`src/rtl/cam_pkg.sv`:
```
// Shared encodings and frame geometry for the OV7670 capture controller.
package cam_pkg;
    typedef enum logic [1:0] {
        ST_IDLE    = 2'd0,
        ST_ARM     = 2'd1,
        ST_CAPTURE = 2'd2,
        ST_FROZEN  = 2'd3
    } state_t;

    typedef enum logic {
        MODE_SNAP  = 1'b0,
        MODE_VIDEO = 1'b1
    } mode_t;

    localparam int FRAME_W       = 160;
    localparam int FRAME_H       = 120;
    localparam int CAM_MEM_DEPTH = FRAME_W * FRAME_H;

    localparam logic [2:0] LED_FRAMES = 3'd1;
    localparam logic [2:0] LED_LINES  = 3'd2;
    localparam logic [2:0] LED_PIXELS = 3'd3;
    localparam logic [2:0] LED_LPX    = 3'd4;
    localparam logic [2:0] LED_STATUS = 3'd7;
endpackage

```
`src/rtl/cam_capture_ctrl_if.sv`:
```
// Camera timing / pixel-writer handshake between the capture controller and the writer.
interface cam_capture_ctrl_if;
    logic vsync;
    logic href;
    logic px_wr_in;
    logic cap_en;
    logic frame_start;
    logic frame_done;

    modport master (input vsync, href, px_wr_in, output cap_en, frame_start, frame_done);
    modport slave  (output vsync, href, px_wr_in, input cap_en, frame_start, frame_done);
endinterface

```
`src/rtl/cam_btn_sync.sv`:
```
// Two-flop synchronizer plus rising-edge detect: one-cycle press pulse per button press.
module cam_btn_sync (
    input  logic clk,
    input  logic rst,
    input  logic i_btn,
    output logic o_press
);
    logic r_meta, r_sync, r_prev;

    always_ff @(posedge clk or posedge rst) begin
        if (rst) begin
            r_meta <= 1'b0;
            r_sync <= 1'b0;
            r_prev <= 1'b0;
        end else begin
            r_meta <= i_btn;
            r_sync <= r_meta;
            r_prev <= r_sync;
        end
    end

    assign o_press = r_sync & ~r_prev;
endmodule

```
`src/rtl/cam_capture_ctrl.sv`:
```
// Frame capture sequencer: snapshot / continuous / decimated video, pixel and frame counters.
// Optional line statistics on the debug leds when CAM_CTRL_LINE_STATS_EN is defined.
module cam_capture_ctrl
    import cam_pkg::*;
#(
    parameter int AW        = 15,
    parameter int MEM_DEPTH = CAM_MEM_DEPTH,
    parameter int SKIP_W    = 3
) (
    input  logic              pclk,
    input  logic              rst,
    cam_capture_ctrl_if.master cam,
    input  logic              btn_snap,
    input  logic              btn_video,
    input  logic              btn_stop,
    input  logic [SKIP_W-1:0] skip_n,
    input  logic [2:0]        option,
    output logic [1:0]        state_o,
    output logic [7:0]        frame_cnt,
    output logic              overflow,
    output logic [15:0]       leds
);
    localparam logic [AW-1:0] DEPTH = AW'(MEM_DEPTH);

    logic w_snap_p, w_video_p, w_stop_p;
    logic w_snap, w_video, w_stop;
    logic r_vs_q, w_vs_fall, w_vs_rise;

    state_t            r_state, w_state_nxt;
    mode_t             r_mode, w_mode_nxt;
    logic [SKIP_W-1:0] r_skip_cnt, w_skip_nxt;
    logic              w_start_nxt, w_done_nxt, w_arm_entry;

    logic              r_cap_en, r_frame_start, r_frame_done;
    logic [7:0]        r_frame_cnt;
    logic [AW-1:0]     r_px_cnt;
    logic              r_overflow;
    logic [15:0]       r_leds;

    cam_btn_sync u_sync_snap  (.clk(pclk), .rst(rst), .i_btn(btn_snap),  .o_press(w_snap_p));
    cam_btn_sync u_sync_video (.clk(pclk), .rst(rst), .i_btn(btn_video), .o_press(w_video_p));
    cam_btn_sync u_sync_stop  (.clk(pclk), .rst(rst), .i_btn(btn_stop),  .o_press(w_stop_p));

    assign w_stop  = w_stop_p;
    assign w_snap  = w_snap_p & ~w_stop_p;
    assign w_video = w_video_p & ~w_stop_p & ~w_snap_p;

    assign w_vs_fall = r_vs_q & ~cam.vsync;
    assign w_vs_rise = ~r_vs_q & cam.vsync;

    always_ff @(posedge pclk or posedge rst) begin
        if (rst) begin
            r_state <= ST_IDLE;
            r_mode  <= MODE_SNAP;
        end else begin
            r_state <= w_state_nxt;
            r_mode  <= w_mode_nxt;
        end
    end

    always_comb begin
        w_state_nxt = r_state;
        w_mode_nxt  = r_mode;
        w_skip_nxt  = r_skip_cnt;
        w_start_nxt = 1'b0;
        w_done_nxt  = 1'b0;
        case (r_state)
            ST_IDLE, ST_FROZEN: begin
                // Every fresh arm starts with no pending skips, even after a stopped video run.
                if (r_state == ST_FROZEN && w_stop) begin
                    w_state_nxt = ST_IDLE;
                end else if (w_snap) begin
                    w_mode_nxt  = MODE_SNAP;
                    w_skip_nxt  = '0;
                    w_state_nxt = ST_ARM;
                end else if (w_video) begin
                    w_mode_nxt  = MODE_VIDEO;
                    w_skip_nxt  = '0;
                    w_state_nxt = ST_ARM;
                end
            end
            ST_ARM: begin
                if (w_stop) begin
                    w_state_nxt = ST_IDLE;
                end else if (w_vs_fall) begin
                    if (r_skip_cnt == '0) begin
                        w_state_nxt = ST_CAPTURE;
                        w_start_nxt = 1'b1;
                    end else begin
                        w_skip_nxt = r_skip_cnt - SKIP_W'(1);
                    end
                end
            end
            ST_CAPTURE: begin
                if (w_stop) begin
                    w_state_nxt = ST_IDLE;
                end else if (w_vs_rise) begin
                    w_done_nxt = 1'b1;
                    if (r_mode == MODE_SNAP) begin
                        w_state_nxt = ST_FROZEN;
                    end else begin
                        w_state_nxt = ST_ARM;
                        w_skip_nxt  = skip_n;
                    end
                end
            end
            default: w_state_nxt = ST_IDLE;
        endcase
    end

    assign w_arm_entry = (w_state_nxt == ST_ARM) && (r_state != ST_ARM);

    always_ff @(posedge pclk or posedge rst) begin
        if (rst) begin
            r_vs_q        <= 1'b0;
            r_skip_cnt    <= '0;
            r_cap_en      <= 1'b0;
            r_frame_start <= 1'b0;
            r_frame_done  <= 1'b0;
            r_frame_cnt   <= '0;
        end else begin
            r_vs_q        <= cam.vsync;
            r_skip_cnt    <= w_skip_nxt;
            r_cap_en      <= (w_state_nxt == ST_CAPTURE);
            r_frame_start <= w_start_nxt;
            r_frame_done  <= w_done_nxt;
            if (w_done_nxt)
                r_frame_cnt <= r_frame_cnt + 8'd1;
        end
    end

    // Pixel count saturates at the buffer depth; further strobes only raise the sticky flag.
    always_ff @(posedge pclk or posedge rst) begin
        if (rst) begin
            r_px_cnt   <= '0;
            r_overflow <= 1'b0;
        end else begin
            if (w_start_nxt) begin
                r_px_cnt <= '0;
            end else if (r_state == ST_CAPTURE && cam.px_wr_in) begin
                if (r_px_cnt < DEPTH)
                    r_px_cnt <= r_px_cnt + AW'(1);
                else
                    r_overflow <= 1'b1;
            end
            if (w_arm_entry)
                r_overflow <= 1'b0;
        end
    end

`ifdef CAM_CTRL_LINE_STATS_EN
    logic        r_href_q, w_href_rise;
    logic [15:0] r_line_cnt, r_lpx_cnt, r_last_lines, r_last_lpx;

    assign w_href_rise = cam.href & ~r_href_q;

    always_ff @(posedge pclk or posedge rst) begin
        if (rst) begin
            r_href_q     <= 1'b0;
            r_line_cnt   <= '0;
            r_lpx_cnt    <= '0;
            r_last_lines <= '0;
            r_last_lpx   <= '0;
        end else begin
            r_href_q <= cam.href;
            if (w_start_nxt) begin
                r_line_cnt <= '0;
                r_lpx_cnt  <= '0;
            end else if (r_cap_en) begin
                if (w_href_rise) begin
                    r_line_cnt <= r_line_cnt + 16'd1;
                    r_lpx_cnt  <= {15'd0, cam.px_wr_in};
                end else if (cam.px_wr_in) begin
                    r_lpx_cnt <= r_lpx_cnt + 16'd1;
                end
            end
            if (w_done_nxt) begin
                r_last_lines <= r_line_cnt;
                r_last_lpx   <= r_lpx_cnt;
            end
        end
    end
`else
    logic w_unused_href;
    assign w_unused_href = cam.href;
`endif

    // Unselected option codes keep whatever was last displayed.
    always_ff @(posedge pclk or posedge rst) begin
        if (rst) begin
            r_leds <= '0;
        end else begin
            case (option)
                LED_FRAMES: r_leds <= {8'h00, r_frame_cnt};
                LED_PIXELS: r_leds <= {{(16-AW){1'b0}}, r_px_cnt};
                LED_STATUS: r_leds <= {r_overflow, 5'b0, state_o, r_frame_cnt};
`ifdef CAM_CTRL_LINE_STATS_EN
                LED_LINES:  r_leds <= r_last_lines;
                LED_LPX:    r_leds <= r_last_lpx;
`endif
                default:    r_leds <= r_leds;
            endcase
        end
    end

    assign state_o         = r_state;
    assign frame_cnt       = r_frame_cnt;
    assign overflow        = r_overflow;
    assign leds            = r_leds;
    assign cam.cap_en      = r_cap_en;
    assign cam.frame_start = r_frame_start;
    assign cam.frame_done  = r_frame_done;
endmodule

```
`src/flat_wrapper.sv`:
```
// flat-port wrapper written by rule: the top's interface ports become plain ports
module cam_capture_ctrl_flat import cam_pkg::*;
#(
    parameter int AW        = 15,
    parameter int MEM_DEPTH = CAM_MEM_DEPTH,
    parameter int SKIP_W    = 3
)
  (pclk, rst, btn_snap, btn_video, btn_stop, skip_n, option, state_o, frame_cnt, overflow, leds, cam_vsync, cam_href, cam_px_wr_in, cam_cap_en, cam_frame_start, cam_frame_done);
  cam_capture_ctrl_if cam_i ();
  input  logic pclk;
  input  logic rst;
  input  logic btn_snap;
  input  logic btn_video;
  input  logic btn_stop;
  input  logic [SKIP_W-1:0] skip_n;
  input  logic [2:0] option;
  output logic [1:0] state_o;
  output logic [7:0] frame_cnt;
  output logic overflow;
  output logic [15:0] leds;
  input wire logic [$bits(cam_i.vsync)-1:0] cam_vsync;
  input wire logic [$bits(cam_i.href)-1:0] cam_href;
  input wire logic [$bits(cam_i.px_wr_in)-1:0] cam_px_wr_in;
  output wire logic [$bits(cam_i.cap_en)-1:0] cam_cap_en;
  output wire logic [$bits(cam_i.frame_start)-1:0] cam_frame_start;
  output wire logic [$bits(cam_i.frame_done)-1:0] cam_frame_done;
  assign cam_i.vsync = cam_vsync;
  assign cam_i.href = cam_href;
  assign cam_i.px_wr_in = cam_px_wr_in;
  assign cam_cap_en = cam_i.cap_en;
  assign cam_frame_start = cam_i.frame_start;
  assign cam_frame_done = cam_i.frame_done;
  cam_capture_ctrl #(.AW(AW), .MEM_DEPTH(MEM_DEPTH), .SKIP_W(SKIP_W)) u_core (.pclk(pclk), .rst(rst), .cam(cam_i), .btn_snap(btn_snap), .btn_video(btn_video), .btn_stop(btn_stop), .skip_n(skip_n), .option(option), .state_o(state_o), .frame_cnt(frame_cnt), .overflow(overflow), .leds(leds));
endmodule
```
`config.mk`:
```
export PLATFORM = sky130hd
export DESIGN_NAME = cam_capture_ctrl_flat
export DESIGN_NICKNAME = d
export VERILOG_FILES = /design/src/rtl/cam_pkg.sv /design/src/rtl/cam_capture_ctrl_if.sv /design/src/rtl/cam_btn_sync.sv /design/src/rtl/cam_capture_ctrl.sv /design/src/flat_wrapper.sv
export SDC_FILE = /design/constraint.sdc
export NUM_CORES = 1
export LEC_CHECK = 0
export CELL_PAD_IN_SITES_DETAIL_PLACEMENT = 0
export CELL_PAD_IN_SITES_GLOBAL_PLACEMENT = 1
export CORE_ASPECT_RATIO = 0.75
export CORE_MARGIN = 5
export CORE_UTILIZATION = 46
export CTS_CLUSTER_DIAMETER = 120
export CTS_CLUSTER_SIZE = 8
export DETAILED_ROUTE_END_ITERATION = 8
export HOLD_SLACK_MARGIN = 0.06
export PLACE_DENSITY_LB_ADDON = 0.1
export SLEW_MARGIN = 20
export SYNTH_ARGS = -nofsm -noshare
export SYNTH_HDL_FRONTEND = slang
export SYNTH_HIERARCHICAL = 1
export SYNTH_SLANG_ARGS = --single-unit
```
`constraint.sdc`:
```
create_clock -name pclk -period 3.9 [get_ports pclk]
set_clock_uncertainty 0.1 [all_clocks]
set_input_delay 0.585 -clock pclk [delete_from_list [all_inputs] [get_ports pclk]]
set_output_delay 0.585 -clock pclk [all_outputs]
set_load 0.03 [all_outputs]
```
; After elaboration in Yosys (flattened, before gate mapping)
; Cells that the tools add are included.
[classes]
add_sub_neg = 3
multipliers = 0
div = 0
n_lt_le_gt_ge = 1
n_eq_ne = 19
n_shift = 0
n_mux = 37
bitwise = 16
n_reduce_logical = 15
[op_table]
columns = cell, n
row1 = one-hot mux 16 bit (3 select lines), 1
row2 = 2-to-1 mux 15 bit, 3
row3 = 2-to-1 mux 3 bit, 9
row4 = 2-to-1 mux 2 bit, 9
row5 = adder 15 x 1 -> 15 bit (second input constant), 1
row6 = less-than comparator 15 bit (second input constant), 1
row7 = 2-to-1 mux 1 bit, 13
row8 = inequality test 2 x 1 -> 1 bit (second input constant), 5
row9 = inequality test 2 bit (second input constant), 5
row10 = one-hot mux 3 bit (3 select lines), 1
row11 = adder 8 x 1 -> 8 bit (second input constant), 1
row12 = bitwise AND 1 bit, 8
row13 = NOT 1 bit, 8
row14 = AND reduction 8 bit, 1
row15 = nonzero test 2 bit, 4
row16 = equality test 2 bit (second input constant), 3
row17 = one-hot mux 2 bit (3 select lines), 1
row18 = AND reduction 3 bit, 2
row19 = equality test 2 x 1 -> 1 bit (second input constant), 2
row20 = equality test 3 x 1 -> 1 bit (second input constant), 1
row21 = equality test 3 x 2 -> 1 bit (second input constant), 1
row22 = equality test 3 bit (second input constant), 1
row23 = logical AND 1 bit, 3
row24 = zero test 3 bit, 1
row25 = other kinds (6), 6
[totals]
register_bits = 59
latch_bits = 0
mem_bits_rw = 0
mem_bits_ro = 0
inputBits = 14
out_inout_bits = 30
elab_cells = 111
n_memories = 0

; Logic depth before layout (Yosys ltp)
; Gate-level depths: netlist of the first run.
[logic_depth]
word_depth = 13
ltp_mapped = 8

; Hierarchy
; The synthesis of the first run kept the hierarchy.
[by_module_without_submodules]
columns = module, n_inst, cells_each, area_each_um2, seq_area_each_um2
row1 = cam_capture_ctrl, 1, 246, 2603.7, 1251.2
row2 = cam_btn_sync, 3, 5, 92.6, 75.1

; Worst setup path before layout of the first run
; OpenSTA, ideal clock, no wires.
[synth_path]
kind = register -> register
from = register u_core.r_state[0], in the netlist u_core/state_o[0]
to = register u_core.r_overflow, in the netlist u_core/overflow
t_arrival_ns = 1.783
required_time_ns = 3.674
slack_ns = 1.891
path_stages_with_launch = 6
path_buffers = 0
period_less_slack_ns = 2.009
cell_sequence = dfrtp_1 inv_1 ha_1 or2_1 o31a_1 o32a_1
[synth_via]
elab_chain_len = 8
word_cells_on_any_way = 25
classes_between = eq/ne (7) / mux (11) / reduce/logical (7)
[synth_rtl]
columns = element, line_no
row1 = from (decl), cam_capture_ctrl.sv:29  ; state_t r_state, w_state_nxt;
row2 = from (signal assigned), cam_capture_ctrl.sv:56  ; r_state <= w_state_nxt;
row3 = 2-to-1 mux 2 bit (tied with other cells), cam_capture_ctrl.sv:86  ; if (r_skip_cnt == '0) begin
row4 = 2-to-1 mux 2 bit (tied with other cells), cam_capture_ctrl.sv:85  ; end else if (w_vs_fall) begin
row5 = "2-to-1 mux 2 bit, on equally long branches", "cam_capture_ctrl.sv:83, cam_capture_ctrl.sv:70"
row6 = one-hot mux 2 bit (3 select lines), cam_capture_ctrl.sv:67  ; case (r_state)
row7 = equality test 2 x 1 -> 1 bit, cam_capture_ctrl.sv:111  ; assign w_arm_entry = (w_state_nxt == ST_ARM) && (r_state != ST_ARM);
row8 = logical AND 1 bit, cam_capture_ctrl.sv:111
row9 = inequality test 2 bit (no line) (tied with other cells), -
row10 = AND reduction 3 bit (no line), -
row11 = to (signal assigned), cam_capture_ctrl.sv:136  ; r_overflow <= 1'b0;
row12 = to (signal assigned), cam_capture_ctrl.sv:144  ; r_overflow <= 1'b1;
row13 = to (signal assigned), cam_capture_ctrl.sv:147  ; r_overflow <= 1'b0;
row14 = to (decl), cam_capture_ctrl.sv:37  ; logic r_overflow;
; Parallel ways exist; a longest one is shown, timed or not.
; A chain may end at the register's enable or synchronous reset.

; Final worst setup path of the first run
[layout_path]
from = input port option[2]
to = register u_core.r_leds[2], in the netlist u_core/leds[2]
[layout_via]
elab_chain_len = 2
word_cells_on_any_way = 5
classes_between = eq/ne (3) / mux (1) / reduce/logical (1)
[layout_rtl]
columns = element, line_no
row1 = from (decl), flat_wrapper.sv:16  ; input logic [2:0] option;
row2 = equality test 3 bit (tied with other cells), cam_capture_ctrl.sv:193  ; case (option)
row3 = one-hot mux 16 bit (3 select lines) / nonzero test 3 bit (equally long branches), -
row4 = to (signal assigned), cam_capture_ctrl.sv:194  ; LED_FRAMES: r_leds <= {8'h00, r_frame_cnt};
row5 = to (signal assigned), cam_capture_ctrl.sv:195  ; LED_PIXELS: r_leds <= {{(16-AW){1'b0}}, r_px_cnt};
row6 = to (signal assigned), cam_capture_ctrl.sv:196  ; LED_STATUS: r_leds <= {r_overflow, 5'b0, state_o, r_frame_cnt};
row7 = to (decl), cam_capture_ctrl.sv:38  ; logic [15:0] r_leds;
; Parallel ways exist; a longest one is shown, timed or not.

==> impl_metrics.json, run 1 <==
{
  "status": "complete, no violations",
  "rsz0062_at_grt": "no",
  "place_congestion": 0.783,
  "cp_max_fo": 14,
  "grtUsageTotal_pct": 17.2,
  "met2_usage_pct": 22.9,
  "grt_antenna_before_repair": 0,
  "cts_root_buf": "clkbuf_8",
  "synth_cell_types": 51,
  "clk_path_buf_depth": 2,
  "finalCriticalPeriod_ps": 2230,
  "grt_max_degree": 35,
  "p_leak_nw": 1.54,
  "synth_edf_count": 0,
  "synth.ff_latch_count": 59,
  "setup_viol": 0,
  "insertion_delay_ps": 330,
  "critPathSlowestCell": "clkdlybuf4s50_1",
  "area_growth_pct": 24.5,
  "critPathLaunchType": "primary input",
  "hpwl_um": 4350,
  "dieWidth_um": 101,
  "min_period_over_period_pct": 57.3,
  "tns_ps": 0,
  "hold_viol_final": 0,
  "synth_flop_cell": "dfrtp_1",
  "die_y_um": 78.5,
  "async_reset_ff_share_pct": 100,
  "arrival_ps": 2350,
  "critPathKind": "in -> reg",
  "final_util_pct": 57.9,
  "path_cells": "clkdlybuf4s50_1 -> nand2b_1 -> nand2_1 -> a22o_1",
  "cts_inserted_buffers": 9,
  "diodes": 0,
  "grt_pass1_wl_um": 10600,
  "avgViaCountPerCell": 5.31,
  "cts_tree": "done",
  "drt_iter0_markers": 76,
  "fill_cells": 552,
  "fmax_ghz": 0.448,
  "maxCapViolCount": 0,
  "end_kind": "flip-flop",
  "num_vias": 2088,
  "cts_hold_buf": 0,
  "grt_pass1_vias": 2044,
  "grt_util_met1_pct": 25.8,
  "routed_wl_um": 6130,
  "cts_htree_levels": 3,
  "rows": 25,
  "ioPinCount": 44,
  "drive_above_1_share_pct": 12.8,
  "syn-mean-instance-area_sq_um": 11.0,
  "drc": 0,
  "slew_headroom_pct": 51.6,
  "cts_sinks": 59,
  "yosysWarnings": 6,
  "wire_per_inst_um": 15.6,
  "first_pass_iters": 4,
  "core_sq_mm": 0.00619,
  "ant_nets": 0,
  "ir_drop_mv": 0.242,
  "crit_required_ps": 4020,
  "initial_core_util_pct": 46.5,
  "dieArea_sq_mm": 0.00796,
  "ys_seq_area_share_pct": 51.2,
  "worst_pin_slew_ps": 725,
  "power_density_mw_per_mm2": 570,
  "syn_area_sq_mm": 0.00288,
  "grt_overflow": 0,
  "met3_usage_pct": 5.60,
  "synth_cells": 261,
  "hold_path_class": "reg -> reg",
  "cpPeakStageDelay_ps": 740,
  "grt-busiest-layer": "met1",
  "final_nets": 328,
  "cts.clk_slew.worst_paths_ps": 60,
  "postSynthNetCount": 282,
  "maxSlewViolCount": 0,
  "post_cts_buffers": 0,
  "port_buffers": 42,
  "ctsResizeCount": 0
}
-- cell families after synthesis --
kind of cell / after synthesis / share of synthesized area [%]
adders and majority gates: 7 / 3.04
AOI/OAI and AO/OA: 57 / 14.7
buffers and inverters: 26 / 4.26
and+or+nand+nor: 83 / 17.3
muxes: 9 / 3.39
DFF: 59 / 51.2
xor gates and xnor gates: 20 / 6.08
-- power breakdown --
part           internal, W  total [W]  switching (W)
Sequential        0.000697   0.000790      0.0000933
Clock             0.000394   0.000632       0.000238
Combinational     0.000274   0.000622       0.000348
-- cells in the mapped netlist, drive strengths merged (2+ instances only) --
master | count | share of area, %
dfrtp | 59 | 51
nor2 | 20 | 2.7
a22o | 17 | 5.2
inv | 17 | 2.2
xnor2 | 17 | 5.2
nand2 | 16 | 2.1
a21oi | 12 | 2.2
nor3 | 9 | 2.8
o21ai | 8 | 1.4
ha | 7 | 3.0
nor2b | 7 | 2.3
mux2 | 6 | 2.3
nand3 | 6 | 1.0
buf | 5 | 1.5
nand4 | 5 | 1.1
clkbuf | 4 | 0.52
nor3b | 4 | 1.2
a22oi | 3 | 0.78
mux2i | 3 | 1.0
nand2b | 3 | 0.65
o22ai | 3 | 0.65
o2bb2ai | 3 | 0.91
xor2 | 3 | 0.91
and2 | 2 | 0.52
and3 | 2 | 0.43
o31ai | 2 | 0.52
o32a | 2 | 0.69
or2 | 2 | 0.43
or3 | 2 | 0.43
-- registers in the layout, summed over array words and instances, names as in the netlist, 2 cells and up --
signal	flops
u_core/frame_cnt	8
u_core/state_o	2
u_core/leds	16
u_core/r_px_cnt	15
u_core/r_skip_cnt	3
-- worst max-delay path, delay by kind of cell --
family,cells,cell delay [ps]
buffers and inverters,1,740
AO/OA/AOI/OAI,1,370
AND/OR/NAND/NOR,2,650
-- area by class of cell --
| class | instances | area, sq um | share of cell area, % |
|---|---|---|---|
| flip-flops and latches | 59 | 1480 | 41.2 |
| multi-input cells | 176 | 1280 | 35.8 |
| repair buffers | 44 | 435 | 12.1 |
| clock buffers | 12 | 155 | 4.33 |
| well taps | 81 | 101 | 2.83 |
| clock inverters | 4 | 72.6 | 2.02 |
| inverters | 17 | 63.8 | 1.78 |
-- worst paths after layout --
check                                           from                         end  slack (ps)  cells past startpoint
max                                        option[2]              u_core/leds[2]        1670                      4
min                        u_core/u_sync_stop/r_meta   u_core/u_sync_stop/r_sync         250                      0
max reg2reg                     u_core/r_skip_cnt[0]             u_core/overflow        1730                      7
min reg2reg                u_core/u_sync_stop/r_meta   u_core/u_sync_stop/r_sync         250                      0
max in group asynchronous                        rst         u_core/frame_cnt[3]        2330                      3
min in group asynchronous                        rst  u_core/u_sync_video/r_meta         410                      2
-- cell usage in the layout (no fill, tap or decap), types with 5 or more instances in the layout --
cell	instances
a21oi_1	11
clkbuf_8	11
clkdlybuf4s50_1	42
o21ai_0	7
mux2_2	6
xnor2_1	17
a22o_1	17
inv_1	15
nand3_1	6
nand4_1	5
nand2_1	16
nor3_2	5
nor2_1	19
ha_1	7
dfrtp_1	59
-- metal layers --
| layer | wire length [um] | vias to the layer above | part of all wire, % |
|---|---|---|---|
| li1 | - | 1021 | - |
| met1 | 3120 | 1004 | 51 |
| met2 | 2520 | 56 | 41 |
| met3 | 421 | 7 | 6.9 |
| met4 | 63 | 0 | 1.0 |
| met5 | 0 | - | 0 |
-- stage by stage --
| stage | cells | hold WS (ps) | setup WS [ps] | power (W) | area, sq um |
|---|---|---|---|---|---|
| after detailed placement | 377 | 237 | 1330 | 0.00143 | 3360 |
| after CTS | 393 | 253 | 1640 | 0.00207 | 3590 |
| after global routing | 393 | 260 | 1550 | 0.00217 | 3590 |
| after global placement | 377 | 232 | 1300 | 0.00142 | 3360 |
| final | 393 | 249 | 1670 | 0.00204 | 3590 |
| after floorplan | 261 | 231 | 1890 | 0.00122 | 2880 |
No activity file was read; power rests on OpenSTA's default activity.
==> run 2, diff against run 1 <==
--- a/config.mk
+++ b/config.mk
@@ -9,7 +9,7 @@
 export CELL_PAD_IN_SITES_GLOBAL_PLACEMENT = 1
 export CORE_ASPECT_RATIO = 0.75
 export CORE_MARGIN = 5
-export CORE_UTILIZATION = 46
+export CORE_UTILIZATION = 42
 export CTS_CLUSTER_DIAMETER = 120
 export CTS_CLUSTER_SIZE = 8
 export DETAILED_ROUTE_END_ITERATION = 8
==> constraint.sdc (replaced) <==
create_clock -name pclk -period 2.2 [get_ports pclk]
set_clock_uncertainty 0.1 [all_clocks]
set_input_delay 0.33 -clock pclk [delete_from_list [all_inputs] [get_ports pclk]]
set_output_delay 0.33 -clock pclk [all_outputs]
set_load 0.03 [all_outputs]
==> impl_metrics.json, run 2 (synthesis gave the netlist of run 1 again) <==
{
  "clk_path_buf_depth": 2,
  "switching_share_pct": 36.3,
  "status": "complete, no violations",
  "tns_ps": 0,
  "dp_slack_ps": 56.0,
  "fmax_ghz": 0.505,
  "ir_drop_mv": 0.382,
  "routed_wl_um": 6400,
  "drive_above_1_share_pct": 16.4,
  "cts_root_buf": "clkbuf_8",
  "diodes": 0,
  "ant_nets": 0,
  "seqPwrFrac_pct": 40.0,
  "cts_htree_levels": 3,
  "final_common_cell": "dfrtp_1",
  "reg2reg_to": "u_core/frame_cnt[5]",
  "p_leak_nw": 1.58,
  "critPathLaunchType": "flip-flop",
  "cts_inserted_buffers": 9,
  "cpPeakStageDelay_ps": 380,
  "finalCriticalPeriod_ps": 1980,
  "final_nets": 340,
  "hold_path_class": "in -> async",
  "net-switching-power_w": 0.00126,
  "hpwl_um": 4590,
  "avgViaCountPerCell": 5.10,
  "min_period_over_period_pct": 90.0,
  "cts_hold_buf": 0,
  "port_buffers": 42,
  "maxSlewViolCount": 0,
  "largest_reg_flops": 16,
  "wire_per_inst_um": 15.7,
  "place_congestion": 0.843,
  "worst_pin_slew_ps": 535,
  "cts_sinks": 59,
  "final_util_pct": 54.3,
  "area_growth_pct": 26.9,
  "grt_pass1_vias": 2096,
  "first_pass_iters": 4,
  "layout_setup_ws_ps": 220,
  "drt_iter0_markers": 34,
  "r2r_setup_slack_ps": 220,
  "grt_overflow": 0,
  "hold_viol_final": 0,
  "num_vias": 2079,
  "core_sq_mm": 0.00673,
  "fin_area_sq_mm": 0.00366,
  "post_cts_buffers": 0,
  "p_int_w": 0.00220,
  "critPathSlowestCell": "dfrtp_1",
  "power_density_mw_per_mm2": 946,
  "rows": 26,
  "path_cells": "inv_1 -> ha_1 -> inv_2 -> nor3_4 -> and3_1 -> nand4_1 -> xnor2_1",
  "ioPinCount": 44,
  "grtUsageTotal_pct": 16.6,
  "cts.clk_slew.worst_paths_ps": 70,
  "drc": 0,
  "insertion_delay_ps": 340,
  "grt_max_degree": 46,
  "end_kind": "flip-flop",
  "dieWidth_um": 106,
  "combPwrFrac_pct": 34.3,
  "arrival_ps": 2100,
  "dieArea_sq_mm": 0.00863,
  "rsz0062_at_grt": "no",
  "ctsResizeCount": 0,
  "placed_area_sq_mm": 0.00348,
  "clockPowerShare_pct": 25.7,
  "setup_viol": 0,
  "critPathKind": "reg -> reg",
  "die_y_um": 81.7,
  "r2r-start": "u_core/state_o[0]",
  "final_cell_mix": "59 x dfrtp_1, 42 x clkdlybuf4s50_1, 19 x nor2_1",
  "maxCapViolCount": 0,
  "cp_max_fo": 7,
  "cts_tree": "done",
  "grt_pass1_wl_um": 10900,
  "initial_core_util_pct": 42.8,
  "slew_headroom_pct": 64.2,
  "reg2reg_depth": 7,
  "grt_antenna_before_repair": 0,
  "crit_required_ps": 2320
}
==> run 2: power groups by stage <==
stage                     combinational (W)  sequential (W)  clock [W]
after floorplan                    0.000623         0.00154          0
final                               0.00119         0.00139   0.000889
after global placement              0.00118         0.00141          0
after CTS                           0.00119         0.00139   0.000927
after detailed placement            0.00119         0.00141          0
after global routing                0.00131         0.00142   0.000960
==> run 2: worst max path at each step <==
stage	start	endpoint	cells after the start
final	u_core/state_o[0]	u_core/frame_cnt[5]	7
after global routing	u_core/state_o[0]	u_core/frame_cnt[5]	7
after CTS	u_core/state_o[0]	u_core/r_px_cnt[11]	7
after detailed placement	cam_vsync	u_core/overflow	6
after global placement	cam_vsync	u_core/overflow	6
after floorplan	u_core/state_o[0]	u_core/overflow	5
==> run 2: per-stage QoR <==
| stage | total power, W | hold WS, ps | cells |
|---|---|---|---|
| finish | 0.00346 | 156 | 408 |
| global route | 0.00369 | 175 | 408 |
| CTS | 0.00351 | 141 | 408 |
| detailed placement | 0.00260 | 237 | 392 |
| global placement | 0.00258 | 231 | 392 |
| floorplan | 0.00216 | -16.4 | 261 |
==> run 2: area by class of cell <==
| type | count | area [sq um] |
|---|---|---|
| Clock inverter | 6 | 41.3 |
| Sequential cell | 59 | 1480 |
| Multi-Input combinational cell | 176 | 1280 |
| Clock buffer | 10 | 138 |
| Fill cell | 620 | 3080 |
| Tap cell | 84 | 105 |
| Inverter | 17 | 63.8 |
| Timing Repair Buffer | 56 | 551 |
==> run 2: metal layers <==
metal,global-route usage [%],part of all wire [%],up-vias,routed length (um)
met5,0,0,-,0
met4,6.21,1.2,0,78
met3,5.11,5.0,8,322
met2,22.5,38,47,2450
met1,24.7,55,982,3540
li1,-,-,1042,-
==> run 2: critical path, delay by kind of cell (launching register included) <==
kind | cells | cell delay (ps)
AND/OR/NAND/NOR | 3 | 690
flip-flops | 1 | 380
adder cells (fa/ha/maj) | 1 | 340
buffers and inverters | 2 | 200
XOR/XNOR | 1 | 150
